**src/rtl/semaforo_pkg.sv**
```systemverilog
// rtl/semaforo_pkg.sv - shared state, lamp and timing definitions for the Semaforo lamp path
// Purpose: phase/state encoding (0-6), lamp bundle ordering {red, yellow, green},
//          default timing constants and the state-to-lamp decode.
// Ports:   none (package).
package semaforo_pkg;

  localparam int DEF_MIN_GREEN_CYCLES = 4;
  localparam int DEF_YELLOW_CYCLES    = 2;
  localparam int DEF_ALL_RED_CYCLES   = 1;
  localparam int DEF_CNT_W            = 8;

  // The numeric value of each state is also the externally visible phase.
  typedef enum logic [2:0] {
    ST_INIT_RED  = 3'd0,
    ST_NS_GREEN  = 3'd1,
    ST_NS_YELLOW = 3'd2,
    ST_RED_TO_LO = 3'd3,
    ST_LO_GREEN  = 3'd4,
    ST_LO_YELLOW = 3'd5,
    ST_RED_TO_NS = 3'd6
  } state_t;

  typedef struct packed {
    logic red;
    logic yellow;
    logic green;
  } lamp_t;

  localparam lamp_t LAMP_RED    = '{red: 1'b1, yellow: 1'b0, green: 1'b0};
  localparam lamp_t LAMP_YELLOW = '{red: 1'b0, yellow: 1'b1, green: 1'b0};
  localparam lamp_t LAMP_GREEN  = '{red: 1'b0, yellow: 1'b0, green: 1'b1};

  // Returns {ns_lamp, lo_lamp}. Anything unrecognised decodes to all-red.
  function automatic logic [5:0] lamps_of(input state_t s);
    lamp_t ns_l;
    lamp_t lo_l;
    ns_l = LAMP_RED;
    lo_l = LAMP_RED;
    case (s)
      ST_NS_GREEN:  ns_l = LAMP_GREEN;
      ST_NS_YELLOW: ns_l = LAMP_YELLOW;
      ST_LO_GREEN:  lo_l = LAMP_GREEN;
      ST_LO_YELLOW: lo_l = LAMP_YELLOW;
      default:      ;
    endcase
    return {ns_l, lo_l};
  endfunction

endpackage

```
**src/rtl/semaforo_phase_timer.sv**
```systemverilog
// rtl/semaforo_phase_timer.sv - per-phase cycle counter with saturating done compare
// Purpose: counts cycles spent in the current phase; clears on a phase change,
//          otherwise increments and saturates at i_limit-1.
// Ports:   i_clock, i_reset_n (async active-low), i_clear (phase changes this edge),
//          i_limit (cycle limit of the current phase), o_done (count reached i_limit-1).
module semaforo_phase_timer #(
  parameter int CNT_W = 8
) (
  input  logic             i_clock,
  input  logic             i_reset_n,
  input  logic             i_clear,
  input  logic [CNT_W-1:0] i_limit,
  output logic             o_done
);

  logic [CNT_W-1:0] r_cnt;
  logic             w_done;

  assign w_done = (r_cnt == (i_limit - CNT_W'(1)));
  assign o_done = w_done;

  always_ff @(posedge i_clock or negedge i_reset_n) begin
    if (!i_reset_n) begin
      r_cnt <= '0;
    end else if (i_clear) begin
      r_cnt <= '0;
    end else if (!w_done) begin
      r_cnt <= r_cnt + CNT_W'(1);
    end
  end

endmodule

```
**src/rtl/semaforo_lamp_driver.sv**
```systemverilog
// rtl/semaforo_lamp_driver.sv - turns NS/LO grant requests into the six safe lamp outputs
// Purpose: sequences green -> yellow -> all-red -> other green with a minimum green,
//          fixed yellow and fixed clearance; the two approaches are never both non-red.
// Ports:   clock, reset_n (async active-low); NS, LO (grant requests);
//          ns_red/ns_yellow/ns_green, lo_red/lo_yellow/lo_green (lamps);
//          phase (current state), green_start (first green cycle pulse),
//          req_conflict (sticky: NS and LO sampled high together).
module semaforo_lamp_driver
  import semaforo_pkg::*;
#(
  parameter int MIN_GREEN_CYCLES = DEF_MIN_GREEN_CYCLES,
  parameter int YELLOW_CYCLES    = DEF_YELLOW_CYCLES,
  parameter int ALL_RED_CYCLES   = DEF_ALL_RED_CYCLES,
  parameter int CNT_W            = DEF_CNT_W
) (
  input  logic       clock,
  input  logic       reset_n,
  input  logic       NS,
  input  logic       LO,
  output logic       ns_red,
  output logic       ns_yellow,
  output logic       ns_green,
  output logic       lo_red,
  output logic       lo_yellow,
  output logic       lo_green,
  output logic [2:0] phase,
  output logic       green_start,
  output logic       req_conflict
);

  state_t           r_state;
  state_t           w_next;
  logic [CNT_W-1:0] w_limit;
  logic             w_done;
  logic             w_ns_req;
  logic             w_lo_req;
  logic             w_change;
  logic [5:0]       r_lamps;
  logic             r_green_start;
  logic             r_req_conflict;

  // Both high is as meaningless as both low: neither counts as a request.
  assign w_ns_req = NS & ~LO;
  assign w_lo_req = LO & ~NS;
  assign w_change = (w_next != r_state);

  always_comb begin
    w_limit = CNT_W'(ALL_RED_CYCLES);
    case (r_state)
      ST_NS_GREEN,  ST_LO_GREEN:  w_limit = CNT_W'(MIN_GREEN_CYCLES);
      ST_NS_YELLOW, ST_LO_YELLOW: w_limit = CNT_W'(YELLOW_CYCLES);
      default:                    w_limit = CNT_W'(ALL_RED_CYCLES);
    endcase
  end

  semaforo_phase_timer #(
    .CNT_W (CNT_W)
  ) u_timer (
    .i_clock   (clock),
    .i_reset_n (reset_n),
    .i_clear   (w_change),
    .i_limit   (w_limit),
    .o_done    (w_done)
  );

  // Yellow and clearance phases advance on time alone; once yellow starts
  // the changeover is committed regardless of what the requests do.
  always_comb begin
    w_next = r_state;
    case (r_state)
      ST_INIT_RED: begin
        if (w_done && w_ns_req)      w_next = ST_NS_GREEN;
        else if (w_done && w_lo_req) w_next = ST_LO_GREEN;
      end
      ST_NS_GREEN:  if (w_done && w_lo_req) w_next = ST_NS_YELLOW;
      ST_NS_YELLOW: if (w_done)             w_next = ST_RED_TO_LO;
      ST_RED_TO_LO: if (w_done)             w_next = ST_LO_GREEN;
      ST_LO_GREEN:  if (w_done && w_ns_req) w_next = ST_LO_YELLOW;
      ST_LO_YELLOW: if (w_done)             w_next = ST_RED_TO_NS;
      ST_RED_TO_NS: if (w_done)             w_next = ST_NS_GREEN;
      default:                              w_next = ST_INIT_RED;
    endcase
  end

  // Outputs are decoded from the next state so lamps move on the same edge as the state.
  always_ff @(posedge clock or negedge reset_n) begin
    if (!reset_n) begin
      r_state        <= ST_INIT_RED;
      r_lamps        <= lamps_of(ST_INIT_RED);
      r_green_start  <= 1'b0;
      r_req_conflict <= 1'b0;
    end else begin
      r_state        <= w_next;
      r_lamps        <= lamps_of(w_next);
      r_green_start  <= w_change && ((w_next == ST_NS_GREEN) || (w_next == ST_LO_GREEN));
      r_req_conflict <= r_req_conflict | (NS & LO);
    end
  end

  assign {ns_red, ns_yellow, ns_green, lo_red, lo_yellow, lo_green} = r_lamps;
  assign phase        = r_state;
  assign green_start  = r_green_start;
  assign req_conflict = r_req_conflict;

endmodule

```
**config.mk**
```make
export PLATFORM = sky130hd
export DESIGN_NAME = semaforo_lamp_driver
export DESIGN_NICKNAME = d
export VERILOG_FILES = /design/src/rtl/semaforo_pkg.sv /design/src/rtl/semaforo_phase_timer.sv /design/src/rtl/semaforo_lamp_driver.sv
export SDC_FILE = /design/constraint.sdc
export NUM_CORES = 1
export LEC_CHECK = 0
export CELL_PAD_IN_SITES_DETAIL_PLACEMENT = 0
export CELL_PAD_IN_SITES_GLOBAL_PLACEMENT = 1
export CORE_MARGIN = 2
export CORE_UTILIZATION = 40
export CTS_CLUSTER_DIAMETER = 150
export DETAILED_ROUTE_END_ITERATION = 16
export HOLD_SLACK_MARGIN = 0.12
export PLACE_DENSITY = 0.83
export SLEW_MARGIN = 20
export SYNTH_ARGS = -nofsm -noshare
export SYNTH_HDL_FRONTEND = slang
export SYNTH_HIERARCHICAL = 1
export SYNTH_SLANG_ARGS = --single-unit
```
**constraint.sdc**
```tcl
create_clock -name clock -period 6.1 [get_ports clock]
set_input_delay 1.525 -clock clock [delete_from_list [all_inputs] [get_ports clock]]
set_output_delay 1.525 -clock clock [all_outputs]
set_load 0.005 [all_outputs]
```
==> Yosys cells after proc, flatten, opt, wreduce, memory -nomap -nowiden <==
Cells that the tools add are included.
{ "word_totals": {"reg_bits": 19, "input_bits": 4, "out_inout_bits": 11, "word_cells": 47} }
{ "op_classes": {"addsub": 2, "n_eq_ne": 13, "n_mux": 14, "bitwise_logic": 6, "n_reduce_logical": 7} }
{ "ops": {"columns": ["cell", "count"], "rows": [
  ["$mux 3", 8],
  ["$pmux 3 s7", 1],
  ["$pmux 3 s2", 3],
  ["$mux 8", 2],
  ["$eq 3x3->1 const B", 5],
  ["$eq 3x2->1 const B", 3],
  ["$add 8x1->8 const B", 1],
  ["$eq 8x8->1", 1],
  ["$eq 3x1->1 const B", 2],
  ["$reduce_or 2->1", 2],
  ["$sub 3x1->4 const B", 1],
  ["$and 1x1->1", 3],
  ["$logic_and 1x1->1", 3],
  ["$logic_not 3->1", 1],
  ["$ne 3x3->1", 1],
  ["$ne 2x1->1 const B", 1],
  ["$not 1->1", 2],
  ["$logic_or 1x1->1", 1],
  ["$or 1x1->1", 1]
]} }

==> Depth between registers and ports, before layout <==
{ "logic_depth": {"ltp_word": 12, "ltp_mapped": 18, "mapped_depth_nobuf": 12} }

==> Cells and area by module <==
Netlist, hierarchy kept.
{ "modules_own_cells": {"columns": ["mod", "instances", "cells_per_inst", "area_per_inst_um2", "seq_area_each_um2"], "rows": [
  ["semaforo_lamp_driver", 1, 75, 729.4, 277.8],
  ["semaforo_phase_timer", 1, 76, 673.1, 200.2]
]} }

==> Least setup slack after synthesis <==
OpenSTA, ideal clock, no wires.
{ "synth_path": {"path_type": "register -> register", "start": "register r_state[2] (netlist: phase[2])", "end": "register u_timer.r_cnt[6]", "setup_time_ns": 0.128, "arrival_ns": 3.403, "required_time_ns": 5.972, "setup_slack_ns": 2.569, "stages_incl_launch_ff": 17, "n_path_buf": 6, "period_less_slack_ns": 3.531, "path_cell_list": "dfrtp_1 buf_6 buf_4 nor2_1 xor2_1 or4_4 nor4_1 nor3b_2 a211oi_2 buf_6 buf_2 buf_6 a31oi_1 a21oi_1 buf_1 nor2_1 mux2_1"} }
{ "synth_via": {"elab_chain_len": 11, "word_cells_on_any_way": 26, "cone_classes": "1 x add/sub; 9 x eq/ne; 11 x mux; 5 x reduce/logical"} }
{ "synth_lines": {"columns": ["item", "line_no", "text"], "rows": [
  ["start, declared", "semaforo_lamp_driver.sv:31", "state_t r_state;"],
  ["start signal, assigned", "semaforo_lamp_driver.sv:93", "r_state <= w_next;"],
  ["$eq 3x3->1, or another cell as far along", "semaforo_lamp_driver.sv:49", "case (r_state)"],
  ["$reduce_or 2->1", "semaforo_lamp_driver.sv:49", null],
  ["$pmux 3 s2 *", "semaforo_lamp_driver.sv:49", null],
  ["via w_limit[0]", "semaforo_lamp_driver.sv:33", "logic [CNT_W-1:0] w_limit;"],
  ["$sub 3x1->4 *", "semaforo_phase_timer.sv:19", "assign w_done = (r_cnt == (i_limit - CNT_W'(1)));"],
  ["$eq 8x8->1 *", "semaforo_phase_timer.sv:19", null],
  ["via w_done", "semaforo_lamp_driver.sv:34", "logic w_done;"],
  ["$logic_and 1x1->1", "semaforo_lamp_driver.sv:73, semaforo_lamp_driver.sv:75", null],
  ["$mux 3", "semaforo_lamp_driver.sv:73", "else if (w_done && w_lo_req) w_next = ST_LO_GREEN;"],
  ["$mux 3", "semaforo_lamp_driver.sv:72", "if (w_done && w_ns_req) w_next = ST_NS_GREEN;"],
  ["$pmux 3 s7 *", "semaforo_lamp_driver.sv:70", "case (r_state)"],
  ["$ne 3x3->1 *", "semaforo_lamp_driver.sv:45", "assign w_change = (w_next != r_state);"],
  ["via w_change", "semaforo_lamp_driver.sv:37", "logic w_change;"],
  ["$ne 2x1->1 (no source line) or $mux 8 (tied branches)", null, null],
  ["end signal, assigned", "semaforo_phase_timer.sv:28", "r_cnt <= r_cnt + CNT_W'(1);"],
  ["end, declared", "semaforo_phase_timer.sv:16", "logic [CNT_W-1:0] r_cnt;"]
]} }
Mark *: on every way through the listed nets, which the timed path passes. The rest lies on a longest branch.
A chain may end at the register's enable or synchronous reset.

==> Worst setup path in the final report <==
Ends and elaborated chain as after synthesis.

==> impl_metrics.yaml <==
detailed_routing:
  route.final.wire_length_um: 2760
  route.vias.total: 1152
  drcViolationCount: 0
  drtAntennaViolNets: 0
  via_per_inst: 5.14
  wl_per_cell_um: 12.3
  drt_pre_antenna_iters: 4
  drt-initial-drc-count: 119
cells_and_area:
  fillCellCount: 350
  fin_util: 0.483
  flow.area_growth_from_synthesis_pct: 15.7
  finish.net_count: 185
  antennaDiodeCount: 0
  postLayoutCellArea_mm2: 0.00162
  area.sequential_um2: 478
  final_layout_size_suffix_gt1_frac: 0.129
  post_layout_nonfiller_instances: 224
  multi_input_area_um2: 891
worst_hold_path:
  hp-class: "flop to flop"
sta:
  f_max_mhz: 252
  final.hold.worst_slack_ns: 0.479
  finalSetupViolCount: 0
  tightestPinTransition_ns: 0.849
  rsz0062_at_grt: "no"
  post-route-min-period_ns: 3.97
  final.period_utilization: 0.650
  final_max_slew_viol_count: 0
  clock_skew_ns: 0.0158
  timing.final.hold_violations: 0
  setup_tns_ns: 0
  maxSlewHeadroom: 0.432
clock_network:
  cts.path.max_buffers: 2
  holdBufCountCts: 0
  post_cts_resize_count: 0
  cts-root-buf: "sky130_fd_sc_hd__clkbuf_4"
  cts_setup_buffers: 0
  cts-buffers-inserted: 3
  path_clk_slew_ns: 0.12
  clock_tree_from_tritoncts: "yes"
  clock_insertion_delay_worst_skew_ns: 0.30
  htree_levels: 1
  cts.sink_count: 19
worst_setup_path:
  critical-path-slowest-cell: "sky130_fd_sc_hd__dfrtp_1"
  largest_stage_delay_worst_path_ns: 0.78
  timing.critical_path.required_ns: 6.28
  timing.critical_path.arrival_ns: 4.15
  timing.critical_path.cells: "nand2b_2 > mux2i_1 > or4_4 > nor4_1 > nor3b_2 > a211oi_2 > buf_4 > a31oi_1 > a21oi_1 > nor2_1 > mux2_1"
  timing.critical_path.fanout_max: 28
  critPathLaunchType: "flop"
  critical_path_class: "flop to flop"
  timing.critical_path.to_type: "flop"
synth:
  synthesis.area_mm2: 0.00140
  synth.distinct_cells: 60
  ys_async_sr_fraction: 1.00
  synth_top_flop_cell: "sky130_fd_sc_hd__dfrtp_1"
  synth.avg_cell_area_um2: 9.29
  number_of_enable_type_register_cells_in_the_synthesized_netlist: 0
  yosysSeqAreaShare: 0.341
  post_synth_inst_count: 151
  ys.warnings.count: 6
  number_of_storage_elements_in_the_synthesis_netlist: 19
grt:
  total_track_usage: 0.153
  gr-total-overflow: 0
  grt_max_degree: 29
  grt_first_pass_wirelength_um: 5020
  grt_antenna_before_repair: 0
  grt_pass1_vias: 1101
placement:
  placed_cells: 220
  gp_congestion: 0.849
  dp.final_hpwl_um: 2040
  placed_cell_area_mm2: 0.00160
  io_buffer_count: 14
power:
  clock_power_share: 0.128
  p_comb_frac: 0.420
  internal-power_uw: 296
  vdd.ir_drop.worst_uv: 128
  power.switching_fraction: 0.404
  p_switching_uw: 201
  power_per_cell_area_mw_per_mm2: 306
  power.sequential.fraction: 0.452
  p_leak_nw: 0.657
floorplan:
  fp-row-count: 21
  placeableCoreArea_mm2: 0.00336
  die-width_um: 63.2
  floorplan.die.height_um: 63.2
  ioPinCount: 15
  floorplan.die_area_mm2: 0.00400
  floorplan.initialDensity: 0.417
flow_run:
  drv_cap: 0
outcome:
  outcome: "completed"
-- Yosys cell counts, types with 2 or more instances --
| master | n | area (µm²) |
|---|---|---|
| sky130_fd_sc_hd__nand2b_1 | 5 | 31.3 |
| sky130_fd_sc_hd__dfstp_2 | 2 | 52.6 |
| sky130_fd_sc_hd__nand2_1 | 3 | 11.3 |
| sky130_fd_sc_hd__o221ai_1 | 2 | 17.5 |
| sky130_fd_sc_hd__a2bb2oi_1 | 2 | 17.5 |
| sky130_fd_sc_hd__o31ai_1 | 2 | 15.0 |
| sky130_fd_sc_hd__a221oi_2 | 2 | 30.0 |
| sky130_fd_sc_hd__xor2_1 | 6 | 52.6 |
| sky130_fd_sc_hd__mux2i_1 | 2 | 20.0 |
| sky130_fd_sc_hd__nand3_1 | 3 | 15.0 |
| sky130_fd_sc_hd__buf_4 | 3 | 22.5 |
| sky130_fd_sc_hd__nand4_1 | 3 | 18.8 |
| sky130_fd_sc_hd__nor3b_1 | 3 | 22.5 |
| sky130_fd_sc_hd__o21ai_0 | 4 | 20.0 |
| sky130_fd_sc_hd__a21o_1 | 2 | 15.0 |
| sky130_fd_sc_hd__or3_1 | 3 | 18.8 |
| sky130_fd_sc_hd__nor2_1 | 17 | 63.8 |
| sky130_fd_sc_hd__a21oi_1 | 14 | 70.1 |
| sky130_fd_sc_hd__nor2b_1 | 2 | 12.5 |
| sky130_fd_sc_hd__o21ai_1 | 2 | 10.0 |
| sky130_fd_sc_hd__mux2_1 | 2 | 22.5 |
| sky130_fd_sc_hd__xnor2_1 | 6 | 52.6 |
| sky130_fd_sc_hd__inv_1 | 4 | 15.0 |
| sky130_fd_sc_hd__dfrtp_1 | 17 | 425 |
| sky130_fd_sc_hd__buf_6 | 4 | 45.0 |
| sky130_fd_sc_hd__ha_1 | 2 | 25.0 |
-- cells by family after synthesis --
family	share of synthesized area
AOI/OAI and AO/OA	0.199
other	0.00267
buffers and inverters	0.0722
adders and majority gates	0.0178
and+or+nand+nor	0.254
muxes	0.0384
xor gates and xnor gates	0.0749
DFF	0.341
-- registers in the layout (all words and copies together), names as in the netlist --
signal,cells
u_timer/r_cnt,8
req_conflict,1
r_lamps,6
green_start,1
phase,3
-- metrics by stage --
step	total power [mW]	worst slack, ns
final	0.497	2.13
after global routing	0.543	1.72
after CTS	0.499	2.12
after detailed placement	0.435	2.14
after global placement	0.425	2.32
after floorplan	0.380	2.57
-- final timing paths --
kind / from / endpoint / slack, ns / cells past startpoint
setup / recovery: phase[2] / u_timer/r_cnt[6] / 2.13 / 11
hold / removal: req_conflict / req_conflict / 0.48 / 1
setup reg to reg: phase[2] / u_timer/r_cnt[6] / 2.13 / 11
hold reg to reg: req_conflict / req_conflict / 0.48 / 1
max in group asynchronous: reset_n / u_timer/r_cnt[6] / 3.87 / 1
min in group asynchronous: reset_n / r_lamps[3] / 1.70 / 1
-- power groups by stage --
stage / registers, mW / logic [mW] / clock network, mW
CTS: 0.224 / 0.209 / 0.0659
global placement: 0.224 / 0.201 / 0
finish: 0.225 / 0.208 / 0.0636
global route: 0.232 / 0.237 / 0.0738
floorplan: 0.193 / 0.187 / 0
detailed placement: 0.226 / 0.208 / 0
-- cells in the final DEF (no fill, tap or decap), types with 2 or more instances in the layout --
| cell type | n |
|---|---|
| sky130_fd_sc_hd__nor2_1 | 17 |
| sky130_fd_sc_hd__xnor2_1 | 6 |
| sky130_fd_sc_hd__nand2b_1 | 5 |
| sky130_fd_sc_hd__o21ai_1 | 2 |
| sky130_fd_sc_hd__a221oi_2 | 2 |
| sky130_fd_sc_hd__nor2b_1 | 2 |
| sky130_fd_sc_hd__o21ai_0 | 4 |
| sky130_fd_sc_hd__mux2i_1 | 2 |
| sky130_fd_sc_hd__ha_1 | 2 |
| sky130_fd_sc_hd__inv_1 | 4 |
| sky130_fd_sc_hd__nor3b_1 | 3 |
| sky130_fd_sc_hd__xor2_1 | 6 |
| sky130_fd_sc_hd__clkdlybuf4s50_1 | 14 |
| sky130_fd_sc_hd__a21o_1 | 2 |
| sky130_fd_sc_hd__nand4_1 | 3 |
| sky130_fd_sc_hd__o221ai_1 | 2 |
| sky130_fd_sc_hd__dfrtp_1 | 17 |
| sky130_fd_sc_hd__nand2_1 | 3 |
| sky130_fd_sc_hd__nand3_1 | 3 |
| sky130_fd_sc_hd__a21oi_1 | 14 |
| sky130_fd_sc_hd__o31ai_1 | 2 |
| sky130_fd_sc_hd__clkbuf_4 | 3 |
| sky130_fd_sc_hd__or3_1 | 3 |
| sky130_fd_sc_hd__dfstp_2 | 2 |
| sky130_fd_sc_hd__a2bb2oi_1 | 2 |
| sky130_fd_sc_hd__mux2_1 | 2 |
| sky130_fd_sc_hd__conb_1 | 19 |
-- worst max-delay path, delay by kind of cell, from the launching register on --
kind | cells | cell delay [ns]
AO/OA/AOI/OAI | 3 | 0.88
multiplexers | 2 | 0.44
AND/OR/NAND/NOR | 5 | 1.41
flip-flops | 1 | 0.78
buffers and inverters | 1 | 0.31
-- per-layer routing --
layer | vias to the layer above | wire length, µm | global-route usage
met4 | 0 | 0 | 0.0163
met3 | 0 | 97 | 0.0375
met5 | - | 0 | 0
met2 | 20 | 1480 | 0.273
li1 | 576 | - | -
met1 | 556 | 1180 | 0.195
-- layout make-up --
cell class | instances | share of cell area
clock buffers | 3 | 0.0139
clock inverters | 1 | 0.00308
inverters | 5 | 0.0131
multi-input cells | 135 | 0.549
flip-flops and latches | 19 | 0.295
well taps | 46 | 0.0355
repair buffers | 15 | 0.0910
(Power assumes the default switching activity.)
